## src/rtl/ext_bus_pkg.sv

```systemverilog
// Shared encodings for the EXT_BUS host initiator: FSM state codes,
// responder command words and host message codes.
package ext_bus_pkg;

    typedef logic [2:0] ext_state_t;

    localparam ext_state_t ST_IDLE    = 3'd0;
    localparam ext_state_t ST_SETUP   = 3'd1;
    localparam ext_state_t ST_STROBE  = 3'd2;
    localparam ext_state_t ST_WAIT    = 3'd3;
    localparam ext_state_t ST_RELEASE = 3'd4;
    localparam ext_state_t ST_RSP     = 3'd5;

    localparam logic [15:0] EXT_CMD_CD_GET = 16'h0034;
    localparam logic [15:0] EXT_CMD_CD_SET = 16'h0035;

    localparam logic [15:0] MSG_PLAY         = 16'h0035;
    localparam logic [15:0] MSG_PAUSE_SEARCH = 16'h0036;
    localparam logic [15:0] MSG_NEXT_SECTOR  = 16'h0037;
    localparam logic [15:0] MSG_RESET        = 16'h00FF;

endpackage

```

## src/rtl/ext_bus_host_timer.sv

```systemverilog
// Loadable down-counter shared by the SETUP, WAIT and RELEASE phases;
// it parks at zero, so it never wraps.
module ext_bus_timer #(
    parameter int W = 3
) (
    input  logic         clk,
    input  logic         rst_n,
    input  logic         srst,
    input  logic         load,
    input  logic [W-1:0] load_val,
    output logic [W-1:0] count,
    output logic         done
);

    logic [W-1:0] cnt_r;

    // Count register: reload on request, otherwise step toward zero and hold
    always_ff @(posedge clk or negedge rst_n) begin
        if (!rst_n) begin
            cnt_r <= {W{1'b0}};
        end else if (load) begin
            cnt_r <= load_val;
        end else if (srst) begin
            cnt_r <= {W{1'b0}};
        end else if (cnt_r != {W{1'b0}}) begin
            cnt_r <= cnt_r - W'(1);
        end
    end

    assign count = cnt_r;
    assign done  = (cnt_r == {W{1'b0}});

endmodule

```

## src/rtl/ext_bus_host.sv

```systemverilog
// EXT_BUS host initiator: sends one command word plus NWORDS data words
// to the core responder and returns what it drove back on io_dout/dout_en.
module ext_bus_host
    import ext_bus_pkg::*;
#(
    parameter int NWORDS      = 3,
    parameter int SETUP_CYC   = 2,
    parameter int GAP_CYC     = 2,
    parameter int RELEASE_CYC = 4
) (
    input  logic                 sys_clk,
    input  logic                 RESET_N,
    input  logic                 req_valid,
    output logic                 req_ready,
    input  logic [15:0]          req_cmd,
    input  logic [16*NWORDS-1:0] req_wdata,
    output logic                 rsp_valid,
    output logic [15:0]          rsp_status,
    output logic [16*NWORDS-1:0] rsp_rdata,
    output logic                 rsp_claimed,
    output logic                 io_enable,
    output logic                 io_strobe,
    output logic [15:0]          io_din,
    input  logic [15:0]          io_dout,
    input  logic                 dout_en
);

    localparam int MAXC = (SETUP_CYC > GAP_CYC)
                        ? ((SETUP_CYC > RELEASE_CYC) ? SETUP_CYC : RELEASE_CYC)
                        : ((GAP_CYC > RELEASE_CYC) ? GAP_CYC : RELEASE_CYC);
    localparam int CW = $clog2(MAXC + 1);
    localparam int WW = $clog2(NWORDS + 1);
    localparam int PW = 16 * NWORDS;

    localparam logic [CW-1:0] SETUP_LD = CW'(SETUP_CYC - 1);
    localparam logic [CW-1:0] GAP_LD   = CW'(GAP_CYC - 1);
    localparam logic [CW-1:0] REL_LD   = CW'(RELEASE_CYC - 1);
    localparam logic [CW-1:0] ONE_C    = CW'(1);
    localparam logic [WW-1:0] LAST_W   = WW'(NWORDS);
    localparam logic [WW-1:0] W_ONE    = WW'(1);

    // Word k on the bus: the command first, then payload only for CD_SET
    function automatic logic [15:0] word_sel(input logic [WW-1:0] idx,
                                             input logic [15:0]   cmd,
                                             input logic [PW-1:0] wdata);
        logic [15:0] sel;
        sel = 16'h0000;
        if (idx == {WW{1'b0}}) begin
            sel = cmd;
        end else if (cmd == EXT_CMD_CD_SET) begin
            for (int k = 0; k < NWORDS; k++) begin
                sel = (idx == WW'(k + 1)) ? wdata[16*k +: 16] : sel;
            end
        end else begin
            sel = 16'h0000;
        end
        return sel;
    endfunction

    ext_state_t      state_r, state_n;
    logic [WW-1:0]   w_r, w_n;
    logic [15:0]     cmd_r;
    logic [PW-1:0]   wdata_r;
    logic [15:0]     rsp_status_r;
    logic [PW-1:0]   rsp_rdata_r;
    logic            rsp_claimed_r, rsp_valid_r, req_ready_r;
    logic            io_enable_r, io_strobe_r;
    logic [15:0]     io_din_r, din_n;
    logic            load_s, accept_s, sample_s, srst_s, done_s;
    logic [CW-1:0]   load_val_s, cnt_s;
    logic            enable_n, strobe_n, ready_n, rsp_valid_n;

    assign srst_s = (state_r == ST_IDLE) && !req_valid;

    ext_bus_timer #(.W(CW)) u_timer (
        .clk      (sys_clk),
        .rst_n    (RESET_N),
        .srst     (srst_s),
        .load     (load_s),
        .load_val (load_val_s),
        .count    (cnt_s),
        .done     (done_s)
    );

    // Next-state, word index, timer reload and bus data selection
    always_comb begin
        state_n    = state_r;
        w_n        = w_r;
        load_s     = 1'b0;
        load_val_s = {CW{1'b0}};
        accept_s   = 1'b0;
        sample_s   = 1'b0;
        din_n      = io_din_r;
        case (state_r)
            ST_IDLE: begin
                if (req_valid) begin
                    state_n    = ST_SETUP;
                    w_n        = {WW{1'b0}};
                    load_s     = 1'b1;
                    load_val_s = SETUP_LD;
                    accept_s   = 1'b1;
                    din_n      = req_cmd;
                end else begin
                    din_n = 16'h0000;
                end
            end
            ST_SETUP: begin
                if (done_s) begin
                    state_n = ST_STROBE;
                end else begin
                    state_n = ST_SETUP;
                end
            end
            ST_STROBE: begin
                state_n    = ST_WAIT;
                load_s     = 1'b1;
                load_val_s = GAP_LD;
            end
            ST_WAIT: begin
                if (done_s) begin
                    sample_s = 1'b1;
                    if (w_r < LAST_W) begin
                        w_n     = w_r + W_ONE;
                        state_n = ST_STROBE;
                    end else begin
                        state_n    = ST_RELEASE;
                        load_s     = 1'b1;
                        load_val_s = REL_LD;
                        din_n      = 16'h0000;
                    end
                end else if ((cnt_s == ONE_C) && (w_r < LAST_W)) begin
                    // Present the next word one cycle ahead of its strobe
                    din_n = word_sel(w_r + W_ONE, cmd_r, wdata_r);
                end else begin
                    din_n = io_din_r;
                end
            end
            ST_RELEASE: begin
                if (done_s) begin
                    state_n = ST_RSP;
                end else begin
                    state_n = ST_RELEASE;
                end
            end
            ST_RSP: begin
                state_n = ST_IDLE;
            end
            default: begin
                state_n = ST_IDLE;
                din_n   = 16'h0000;
            end
        endcase
    end

    // Output decode from the next state so every output leaves a flop
    always_comb begin
        enable_n    = (state_n == ST_SETUP) || (state_n == ST_STROBE) || (state_n == ST_WAIT);
        strobe_n    = (state_n == ST_STROBE);
        ready_n     = (state_n == ST_IDLE);
        rsp_valid_n = (state_n == ST_RSP);
    end

    // State, bus outputs, request latch and response capture
    always_ff @(posedge sys_clk or negedge RESET_N) begin
        if (!RESET_N) begin
            state_r       <= ST_IDLE;
            w_r           <= {WW{1'b0}};
            cmd_r         <= 16'h0000;
            wdata_r       <= {PW{1'b0}};
            rsp_status_r  <= 16'h0000;
            rsp_rdata_r   <= {PW{1'b0}};
            rsp_claimed_r <= 1'b0;
            rsp_valid_r   <= 1'b0;
            req_ready_r   <= 1'b1;
            io_enable_r   <= 1'b0;
            io_strobe_r   <= 1'b0;
            io_din_r      <= 16'h0000;
        end else begin
            state_r     <= state_n;
            w_r         <= w_n;
            io_enable_r <= enable_n;
            io_strobe_r <= strobe_n;
            io_din_r    <= din_n;
            req_ready_r <= ready_n;
            rsp_valid_r <= rsp_valid_n;
            if (accept_s) begin
                cmd_r         <= req_cmd;
                wdata_r       <= req_wdata;
                rsp_status_r  <= 16'h0000;
                rsp_rdata_r   <= {PW{1'b0}};
                rsp_claimed_r <= 1'b0;
            end else if (sample_s) begin
                if (w_r == {WW{1'b0}}) begin
                    rsp_status_r  <= io_dout;
                    rsp_claimed_r <= dout_en;
                end else begin
                    for (int k = 0; k < NWORDS; k++) begin
                        if (w_r == WW'(k + 1)) begin
                            rsp_rdata_r[16*k +: 16] <= io_dout;
                        end
                    end
                end
            end
        end
    end

    assign req_ready   = req_ready_r;
    assign rsp_valid   = rsp_valid_r;
    assign rsp_status  = rsp_status_r;
    assign rsp_rdata   = rsp_rdata_r;
    assign rsp_claimed = rsp_claimed_r;
    assign io_enable   = io_enable_r;
    assign io_strobe   = io_strobe_r;
    assign io_din      = io_din_r;

endmodule

```

## config.mk

```make
export PLATFORM = sky130hd
export DESIGN_NAME = ext_bus_host
export DESIGN_NICKNAME = d
export VERILOG_FILES = /design/src/rtl/ext_bus_pkg.sv /design/src/rtl/ext_bus_host_timer.sv /design/src/rtl/ext_bus_host.sv
export SDC_FILE = /design/constraint.sdc
export NUM_CORES = 1
export LEC_CHECK = 0
export BUFFER_PORTS_ARGS = -buffer_cell sky130_fd_sc_hd__buf_2
export CAP_MARGIN = 15
export CORE_MARGIN = 10
export CORE_UTILIZATION = 58
export DETAILED_ROUTE_END_ITERATION = 10
export PLACE_DENSITY = 0.85
export SLEW_MARGIN = 20
export SYNTH_ARGS = -nofsm -noshare
export SYNTH_HDL_FRONTEND = slang
export SYNTH_SLANG_ARGS = --single-unit
```

## constraint.sdc

```tcl
create_clock -name sys_clk -period 3.3 [get_ports sys_clk]
set_input_delay 0.66 -clock sys_clk [delete_from_list [all_inputs] [get_ports sys_clk]]
set_output_delay 0.66 -clock sys_clk [all_outputs]
set_load 0.01 [all_outputs]
```

Word level (Yosys, flattened, before mapping)
Cells that the tools add are included.
- input port bits: 84
- word-level logic and storage cells: 113
- bits in writable memories: 0
- output and inout port bits: 85
- memories kept: 0
- latch bits: 0
- flip-flop bits (word level): 157
- ROM bits: 0
- add/sub/neg operators: 2
- div/mod/pow operators: 0
- shift operators: 0
- reduce and logical (&&, ||, !) cells: 25
- eq/ne operators: 23
- multiply operators: 0
- magnitude comparators: 1
- mux-type cells: 46
- bitwise gates (word level): 1
- operator list (cell ; count):
    $mux 16 ; 15
    $mux 48 ; 3
    $pmux 16 s3 ; 1
    $mux 3 ; 6
    $eq 16x6->1 const B ; 1
    $pmux 3 s5 ; 1
    $eq 3x2->1 const B ; 4
    $mux 2 ; 6
    $reduce_and 3->1 ; 4
    $reduce_bool 2->1 ; 6
    $mux 1 ; 11
    $eq 3x1->1 const B ; 3
    $eq 3x3->1 const B ; 3
    $logic_not 3->1 ; 3
    $eq 2x2->1 const B ; 4
    $ne 2x2->1 const B ; 4
    $ne 3x3->1 const B ; 2
    $pmux 2 s3 ; 1
    $reduce_bool 3->1 ; 2
    $eq 2x1->1 const B ; 2
    $logic_not 2->1 ; 2
    $pmux 2 s2 ; 1
    $reduce_and 4->1 ; 1
    $reduce_or 4->1 ; 1
    9 further kinds ; 11

Longest topological paths before layout
Gate-level depths: netlist of run 1.
- word-level depth: 10
- depth in mapped cells: 9
- mapped depth without buffers: 6

Cells and area by module
A second synthesis of run 1 with hierarchy kept.
- cells, all modules: 763
- area, all modules: 7277.0 um^2
- by module, submodules not included (module ; seq. area each (um^2) ; times used ; area an instance (um^2) ; cells an instance):
    ext_bus_host ; 3854.9 ; 1 ; 7091.8 ; 747
    ext_bus_timer ; 75.1 ; 1 ; 185.2 ; 16

Least setup slack after synthesis of run 1
No wires, ideal clock.
- path type: reg2reg
- from: register w_r[0]
- to: register rsp_rdata_r[16] (netlist: rsp_rdata[16])
- stages on the path, launching flop included: 9
- buffers on the path: 2
- setup time: 0.125 ns
- path slack: 1.238 ns
- arrival: 1.937 ns
- cell sequence: dfrtp_1 -> inv_1 -> ha_1 -> buf_4 -> inv_1 -> nor4_4 -> buf_6 -> mux2i_1 -> nor2_2
- word-level cells in the longest chain between the ends: 3
- elaborated cells on any way between the ends: 5
- RTL lines (what ; line ; RTL):
    start: declaration ; ext_bus_host.sv:61 ; logic [WW-1:0] w_r, w_n;
    start signal: assignment ; ext_bus_host.sv:167 ; w_r <= {WW{1'b0}};
    start signal: assignment ; ext_bus_host.sv:180 ; w_r <= w_n;
    $eq 2x2->1 / $logic_not 2->1 (equally long branches) ; ext_bus_host.sv:198, ext_bus_host.sv:193 ;
    $reduce_bool 2->1 (no source line) / $ne 2x2->1 (equally long branches) ; - ;
    $reduce_and 3->1 (no source line) (*) ; - ;
    end signal: assignment ; ext_bus_host.sv:171 ; rsp_rdata_r <= {PW{1'b0}};
    end signal: assignment ; ext_bus_host.sv:190 ; rsp_rdata_r <= {PW{1'b0}};
    end signal: indexed assignment ; ext_bus_host.sv:199 ; rsp_rdata_r[16*k +: 16] <= io_dout;
    end: declaration ; ext_bus_host.sv:65 ; logic [PW-1:0] rsp_rdata_r;
Every way passes the cells marked *; elsewhere a longest branch is shown, timed or not.
A chain may end at the register's enable or synchronous reset.

Final worst setup path of run 1
- from: register w_r[1]
- to: register io_din_r[14] (netlist: io_din[14])
- word-level cells in the longest chain between the ends: 10
- elaborated cells on any way between the ends: 18
- RTL lines (what ; line ; RTL):
    $add 2x1->2 ; ext_bus_host.sv:133 ; din_n = word_sel(w_r + W_ONE, cmd_r, wdata_r);
    $eq 2x1->1 ; ext_bus_host.sv:52 ; sel = (idx == WW'(k + 1)) ? wdata[16*k +: 16] : sel;
    $mux 16 (3 in a row) ; ext_bus_host.sv:52 ;
    $mux 16 ; ext_bus_host.sv:50 ; end else if (cmd == EXT_CMD_CD_SET) begin
    $mux 16 ; ext_bus_host.sv:48 ; if (idx == {WW{1'b0}}) begin
    $mux 16 ; ext_bus_host.sv:131 ; end else if ((cnt_s == ONE_C) && (w_r < LAST_W)) begin
    $mux 16 ; ext_bus_host.sv:120 ; if (done_s) begin
    $pmux 16 s3 ; ext_bus_host.sv:94 ; case (state_r)
    end signal: assignment ; ext_bus_host.sv:183 ; io_din_r <= din_n;
    end: declaration ; ext_bus_host.sv:68 ; logic [15:0] io_din_r, din_n;
Several ways; a longest one is shown, not always the timed one. The select of a mux whose other input is x is not followed.

==> impl.org, run 1 <==
** CTS
- TritonCTS clock tree :: yes
- CTS root buffer :: sky130_fd_sc_hd__clkbuf_16
- After clock tree synthesis, the clock-pin slew on the worst setup and hold paths is 60 ps.
- Worst-skew pair later-pin latency :: 430 ps
- Post-CTS repair changed the size of 0 cells.
- Counting every sink on the clock net gives 157.
- Num CTS Buffers :: 17
- The number of hold buffers added after CTS was 0.
- Post-CTS setup-driven buffer insertion count :: 0
- Number of H-tree levels :: 4
- Buffer depth of the longest clock path :: 2

** Synthesis
- Yosys attributes the largest share of cell area to sky130_fd_sc_hd__dfrtp_1 54%, sky130_fd_sc_hd__nand2_1 10%, sky130_fd_sc_hd__mux2i_1 9.2%, sky130_fd_sc_hd__nor2_1 2.7%, sky130_fd_sc_hd__a22oi_1 2.0%.
- The biggest area contributor in the post-synthesis netlist is sky130_fd_sc_hd__dfrtp_1.
- Synth top area share :: 0.544
- Post-synth net total :: 808
- The most used flip-flop cell after synthesis is sky130_fd_sc_hd__dfrtp_1.
- Number of flops mapped to enable cells by yosys :: 0
- Yosys printed 0 warnings.
- Number of storage elements in the synthesis netlist :: 157
- In this run, distinct cell masters in the synthesized netlist total 42.
- After synthesis, the mean cell area works out to 10.0 µm².
- Sequential area share after synthesis :: 0.547
- Share of flip-flops with an asynchronous set or reset :: 1.00
- The cell area that synthesis handed to floorplanning was 7180 µm².
- Post-Synthesis Cells :: 715

** Drt
- Total DRC errors in the routed layout :: 0
- After detailed routing, the wire length on met1 is 7910 µm.
- Initial detailed-routing violation count :: 726
- Total number of vias :: 5879
- DR top layer :: met5
- After detailed routing, the number of vias per cell comes to 5.60.
- Wire length reported by the detailed router :: 19300 µm
- Met2 layer wire length in the routed design :: 9080 µm
- Detailed routing placed a total of 1890 µm of wire on met3.
- Iteration count of the initial detailed-routing pass :: 6
- Remaining number of nets flagged by the antenna check after routing :: 0
- In the final routed layout, each cell accounts on average for 18.4 µm.

** Timing
- The number of max-slew violations in the final report was 0.
- Final Hold Vio Count :: 0
- Post-layout min period :: 2520 ps
- Final TNS setup :: 0 ps
- Headroom to the max-slew limit came out at 0.326.
- Setup Viol. Count Final :: 0
- FMAX :: 397 MHz
- In the finished design, the share of the clock period the worst path needs comes to 0.764.
- Setup Skew :: 11.7 ps
- At the pin with the least slew margin, the transition time is 1010 ps.
- Worst-case setup margin in the final layout :: 780 ps
- Setup repair after global routing left no endpoint under its margin.
- Final Hold Slack :: 170 ps

** Worst setup path
- Setup crit start kind :: register
- Cells along the critical path :: ha_1 > buf_4 > nor4b_1 > nand4_1 > o31ai_1 > a32o_1
- Measured in cells, the most critical reg-to-reg path has a length of 6.
- Worst reg2reg startpoint :: w_r[1]
- Cell with the largest stage delay on the worst path :: sky130_fd_sc_hd__nand4_1
- Reg-to-reg slack, setup :: 780 ps
- In this run the worst path has a maximum fanout of 17.
- Data arrives at the worst endpoint at 2870 ps.
- At the worst endpoint, the required time is 3650 ps.
- Worst r2r dst :: io_din[14]
- Kind of end point of the critical path :: register
- Critical Setup Path Class :: register to register
- The largest single stage delay on the critical path is 630 ps.

** Floorplanning
- Floorplan row count :: 40
- The die is 131 µm wide.
- In this run the count of I/O pins placed on the die edge is 169.
- Die Outline Area :: 17200 µm²
- The die is 131 µm tall.
- Standard cell core area :: 12100 µm²
- For this configuration, the core starts out at a cell density of 0.595.

** Finish
- Most common cell after layout, fill and taps aside :: sky130_fd_sc_hd__nand2_1
- Layout cell share with drive strength beyond 1 :: 0.276
- Number of standard cells in the final layout excluding fillers :: 1049
- At the end of the flow the core is filled with cells to 0.723.
- Fill cells :: 869
- Leaving out fill and tap cells, the most frequent cells in the layout are 199 x sky130_fd_sc_hd__nand2_1, 167 x sky130_fd_sc_hd__buf_2, 156 x sky130_fd_sc_hd__dfrtp_1.
- After the last flow step, the layout net total stands at 962.
- Area Overhead vs Synth :: 21.4%
- The repair_antennas step left the layout with diodes totalling 0.

** Global route
- After global routing the overflow that remains totals 0.
- Entering global routing, the biggest net connects 82 pins.
- The via count of the first global-routing pass is 5962.
- Initial antenna violation count :: 3
- First-pass GRT wire length :: 30900 µm
- Aggregate global-route resource usage :: 0.219

** Place
- Placed cell count :: 1018
- Final weighted congestion in routability-driven placement :: 0.822
- Worst-case setup slack after placement :: 810 ps
- # port buffers :: 168
- Detailed placement ended at an HPWL of 13600 µm.

** Status
- Run status :: finished clean

** Power
- Of the total power, the clock network draws 0.243.
- In this run the static leakage power is 4.40 nW.
- Cell-internal power :: 4.96 mW
- Part of the power in registers :: 0.404
- The analysis attributes to net switching a power of 2.96 mW.
- Peak supply drop :: 0.529 mV
- Pwr Density :: 909 nW/µm²
- Of the total power, the share spent switching nets is 0.373.
- Of the total power, combinational logic draws 0.354.

** Flow run
- Max-cap violation count :: 0

** Worst hold path
- Path class of the lowest-slack min-delay path :: primary input to asynchronous set/reset pin
through the flow:
step,area [µm²],total power [mW]
global route,8710,8.42
detailed placement,8130,5.97
finish,8710,7.92
global placement,8130,5.84
floorplan,7180,4.92
CTS,8710,7.93
final cells by class:
type	count	area, µm²	area share
Sequential cell	157	3930	0.451
Multi-Input combinational cell	503	2980	0.342
Timing Repair Buffer	184	992	0.114
Clock buffer	22	474	0.0544
Tap cell	168	210	0.0241
Clock inverter	9	108	0.0123
Inverter	6	22.5	0.00258
synthesized netlist by cell type, types with 15 or more instances:
cell type and count:
sky130_fd_sc_hd__a221oi_1 16, sky130_fd_sc_hd__o31ai_1 16, sky130_fd_sc_hd__mux2i_1 66, sky130_fd_sc_hd__nor2_1 52, sky130_fd_sc_hd__a22oi_1 19, sky130_fd_sc_hd__a21oi_1 19
sky130_fd_sc_hd__a22o_1 15, sky130_fd_sc_hd__o21ai_0 21, sky130_fd_sc_hd__nand2_1 199, sky130_fd_sc_hd__nor2_2 20, sky130_fd_sc_hd__dfrtp_1 156, sky130_fd_sc_hd__buf_2 27
sky130_fd_sc_hd__nor2b_1 16
routing by layer:
| metal | global-route usage | up-vias |
|---|---|---|
| met2 | 0.331 | 258 |
| met5 | 0 | - |
| met3 | 0.101 | 36 |
| met4 | 0.0748 | 2 |
| li1 | - | 2747 |
| met1 | 0.272 | 2836 |
cell families (layout without fill, tap and decap cells):
| family | after synthesis | count (layout) | synth area share |
|---|---|---|---|
| AND/OR/NAND/NOR | 314 | 314 | 0.193 |
| buffers and inverters | 55 | 221 | 0.0397 |
| multiplexers | 66 | 66 | 0.0920 |
| AO/OA/AOI/OAI | 114 | 114 | 0.112 |
| adder cells (fa/ha/maj) | 9 | 9 | 0.0157 |
| flip-flops | 157 | 157 | 0.547 |
worst max-delay path: cells and delay by family, from the launching register on:
| family | cells | cell delay (ps) |
|---|---|---|
| AOI/OAI and AO/OA | 2 | 700 |
| adders and majority gates | 1 | 210 |
| DFF | 1 | 440 |
| and+or+nand+nor | 2 | 910 |
| buffers and inverters | 1 | 200 |
worst max path at each step:
stage                      start       endpoint  slack (ps)  cells after the start
after global placement    w_r[0]     io_din[14]         940                      6
after floorplan           w_r[0]  rsp_rdata[16]        1240                      8
final                     w_r[1]     io_din[14]         780                      6
after CTS                 w_r[1]     io_din[14]         790                      6
after global routing      w_r[1]     io_din[14]         580                      6
after detailed placement  w_r[1]     io_din[14]         810                      6
state kept, by name, indices dropped and copies added, names as in the netlist:
register and count:
io_strobe 1, rsp_status 16, w_r 2, req_ready 1
u_timer.count 3, rsp_rdata 48, cmd_r 16, wdata_r 48
io_enable 1, state_r 3, io_din 16, rsp_claimed 1
rsp_valid 1
power by group through the flow:
stage               logic [mW]  registers (mW)  clock network [mW]
finish                    2.80            3.20                1.92
global route              3.11            3.28                2.03
CTS                       2.81            3.18                1.94
detailed placement        2.79            3.18                   0
global placement          2.67            3.16                   0
floorplan                 1.67            3.24                   0
No activity file was read; power rests on OpenSTA's default activity.
==> inputs of run 2 (changes only) <==
--- a/config.mk
+++ b/config.mk
@@ -8,9 +8,9 @@
 export BUFFER_PORTS_ARGS = -buffer_cell sky130_fd_sc_hd__buf_2
 export CAP_MARGIN = 15
 export CORE_MARGIN = 10
-export CORE_UTILIZATION = 58
+export CORE_UTILIZATION = 54
 export DETAILED_ROUTE_END_ITERATION = 10
-export PLACE_DENSITY = 0.85
+export PLACE_DENSITY = 0.8
 export SLEW_MARGIN = 20
 export SYNTH_ARGS = -nofsm -noshare
 export SYNTH_HDL_FRONTEND = slang
==> constraint.sdc (replaced) <==
create_clock -name sys_clk -period 2.42 [get_ports sys_clk]
set_input_delay 0.484 -clock sys_clk [delete_from_list [all_inputs] [get_ports sys_clk]]
set_output_delay 0.484 -clock sys_clk [all_outputs]
set_load 0.01 [all_outputs]
==> impl.org, run 2 (same netlist as run 1, synthesis figures left out) <==
** Drt
- The number of vias per cell after detailed routing is 5.56 (was 5.60).
- Iteration count of the initial detailed-routing pass :: 5 (was 6)
- The total wire length is 19500 µm (was 19300 µm).
- The detailed-route wire length per cell came to 18.4 µm (about the same).
- The routed via count was 5894 (was 5879).
- The first-iteration detailed-routing DRC count was 608 (was 726).
- The number of remaining DRC errors was 0 (unchanged).
- Remaining number of nets flagged by the antenna check after routing :: 0 (unchanged)

** Finish
- The commonest non-fill, non-tap cell in the layout is sky130_fd_sc_hd__nand2_1 (unchanged).
- ANT cells :: 0 (unchanged)
- The fraction of layout instances using a drive strength above 1 is 0.281 (was 0.276).
- The area added between synthesis and finish came to 21.9% (was 21.4%).
- Area used by multi-input combinational logic :: 2980 µm² (unchanged)
- The sequential standard cell area was 3930 µm² (unchanged).
- Fill cells :: 1040 (was 869)
- Leading cell types in the layout, fill and taps excluded :: 199 x sky130_fd_sc_hd__nand2_1, 167 x sky130_fd_sc_hd__buf_2, 156 x sky130_fd_sc_hd__dfrtp_1 (unchanged)
- Net total in the final layout :: 964 (was 962)

** Timing
- Worst slew slack as a fraction of its limit :: 0.420 (was 0.326)
- The fmax was 464 MHz (was 397 MHz).
- The worst clock skew came to 10.5 ps (was 11.7 ps).
- The post-layout minimum cycle time is 2150 ps (was 2520 ps).
- The number of max-slew violations in the final report is 0 (unchanged).
- The setup-violating endpoint count in the final report is 0 (unchanged).
- The summed negative setup slack over all endpoints was 0 ps (unchanged).
- The count of final hold-check violations was 0 (unchanged).
- The final clock period utilization by the worst path came to 0.890 (was 0.764).
- RSZ-0062 raised after global routing :: no (unchanged)
- The transition time of the tightest slew-check pin came to 870 ps (was 1010 ps).

** CTS
- The number of resized instances in the post-cts repair step came to 0 (unchanged).
- CTS root buffer :: sky130_fd_sc_hd__clkbuf_16 (unchanged)
- The later-pin clock latency in the skew report is 430 ps (about the same).
- The TritonCTS buffer count was 17 (unchanged).
- Clock slew at the register clock pins of the worst setup and hold paths :: 60 ps (about the same)
- TritonCTS clock tree :: yes (unchanged)
- The number of levels the H-tree was split into was 4 (unchanged).
- Buffer depth of the longest clock path :: 2 (unchanged)
- The quantity of hold-fixing buffers added after cts came to 0 (unchanged).
- Post-CTS setup-driven buffer insertion count :: 0 (unchanged)
- Clock Sink Count :: 157 (unchanged)

** Place
- Final weighted congestion in routability-driven placement :: 0.881 (was 0.822)
- Detail Placement HPWL :: 13500 µm (was 13600 µm)
- # port buffers :: 168 (unchanged)

** Power
- Pwr Total :: 10.7 mW (was 7.92 mW)
- The power density over the cells was 1220 nW/µm² (was 909 nW/µm²).
- Cell-internal power :: 6.56 mW (was 4.96 mW)
- Lkg Pwr :: 4.41 nW (was 4.40 nW)
- The switching share of total power was 0.387 (was 0.373).
- The worst ir drop on vdd came to 0.622 mV (was 0.529 mV).
- The sequential share of power is 0.406 (was 0.404).
- The switching power was 4.15 mW (was 2.96 mW).
- Clock share of power :: 0.233 (was 0.243)
- The share of total power in combinational logic is 0.361 (was 0.354).

** Worst setup path
- Kind of end point of the critical path :: register (unchanged)
- The worst endpoint required time came to 2720 ps (was 3650 ps).
- Critical Setup Path Class :: register to register (unchanged)
- The peak fanout along the critical path is 16 (was 17).
- The arrival time reported for the critical path endpoint came to 2460 ps (was 2870 ps).
- Setup crit start kind :: register (unchanged)

** Floorplanning
- Standard cell core area :: 13100 µm² (was 12100 µm²)
- Floorplan row count :: 42 (was 40)
- The starting density of the core was 0.547 (was 0.595).
- The boundary pin count is 169 (unchanged).
- DIE WIDTH :: 135 µm (was 131 µm)
- The chip height was 135 µm (was 131 µm).
- Die Outline Area :: 18300 µm² (was 17200 µm²)

** Global route
- The overall global routing resource usage is 0.219 (about the same).
- Number of global-route vias before repair :: 6102 (was 5962)
- The number of antenna violations at the first check in global routing is 1 (was 3).
- The residual overflow from global routing is 0 (unchanged).
- The pin count of the biggest net entering global routing is 82 (unchanged).
- The wire length of the first global-routing pass was 31800 µm (was 30900 µm).

** Worst hold path
- Path class of the lowest-slack min-delay path :: primary input to asynchronous set/reset pin (unchanged)

** Flow run
- The max-cap violation count is 0 (unchanged).

** Status
- Run status :: finished clean (unchanged)
[run 2: per-layer routing]
| layer | wire, µm | track usage | part of all wire | vias up |
|---|---|---|---|---|
| li1 | - | - | - | 2750 |
| met1 | 8070 | 0.275 | 0.41 | 2875 |
| met4 | 454 | 0.0897 | 0.023 | 0 |
| met5 | 0 | 0 | 0 | - |
| met2 | 9250 | 0.337 | 0.47 | 231 |
| met3 | 1710 | 0.0775 | 0.088 | 38 |
[run 2: path summary, 6_finish.rpt]
path	cells past startpoint	start	end	slack [ps]
worst max register to register	7	u_timer.count[0]	rsp_rdata[10]	270
min in group sys_clk	3	req_wdata[39]	wdata_r[39]	240
max in group asynchronous	2	RESET_N	rsp_rdata[17]	1720
worst min-delay path	1	RESET_N	io_din[8]	40
worst min register to register	2	wdata_r[14]	wdata_r[14]	470
worst max-delay path	7	u_timer.count[0]	rsp_rdata[10]	270
[run 2: area by class of cell]
type	count	area share
sequential	157	0.449
inverter	6	0.00257
multi-input combinational	503	0.340
tap	176	0.0252
timing repair buffer	186	0.119
clock inverter	15	0.0152
clock buffer	17	0.0486
[run 2: stage by stage]
stage                util  instance area, µm²  setup WS, ps  hold slack [ps]  std cells
finish              0.666                8750           265             36.4       1060
global route        0.666                8750          86.4             66.1       1060
CTS                 0.666                8750           262             39.2       1060
detailed placement  0.624                8200           296              457       1028
global placement    0.624                8200           365              449       1028
floorplan               -                7180           358              188        715
[run 2: power by group through the flow]
stage          sequential [mW]  combinational [mW]  clock, mW
4_1_cts                   4.33                3.89       2.54
2_1_floorplan             4.42                2.28          0
3_3_place_gp              4.32                3.73          0
6_report                  4.35                3.87       2.49
3_5_place_dp              4.33                3.86          0
5_1_grt                   4.47                4.32       2.64
[run 2: critical path, cell delays in order, from the launching register on]
cell,delay (ps)
sky130_fd_sc_hd__dfrtp_1,410
sky130_fd_sc_hd__inv_1,90
sky130_fd_sc_hd__ha_1,230
sky130_fd_sc_hd__nand2b_1,300
sky130_fd_sc_hd__nor4b_2,350
sky130_fd_sc_hd__buf_4,340
sky130_fd_sc_hd__mux2i_1,230
sky130_fd_sc_hd__nor2_1,60
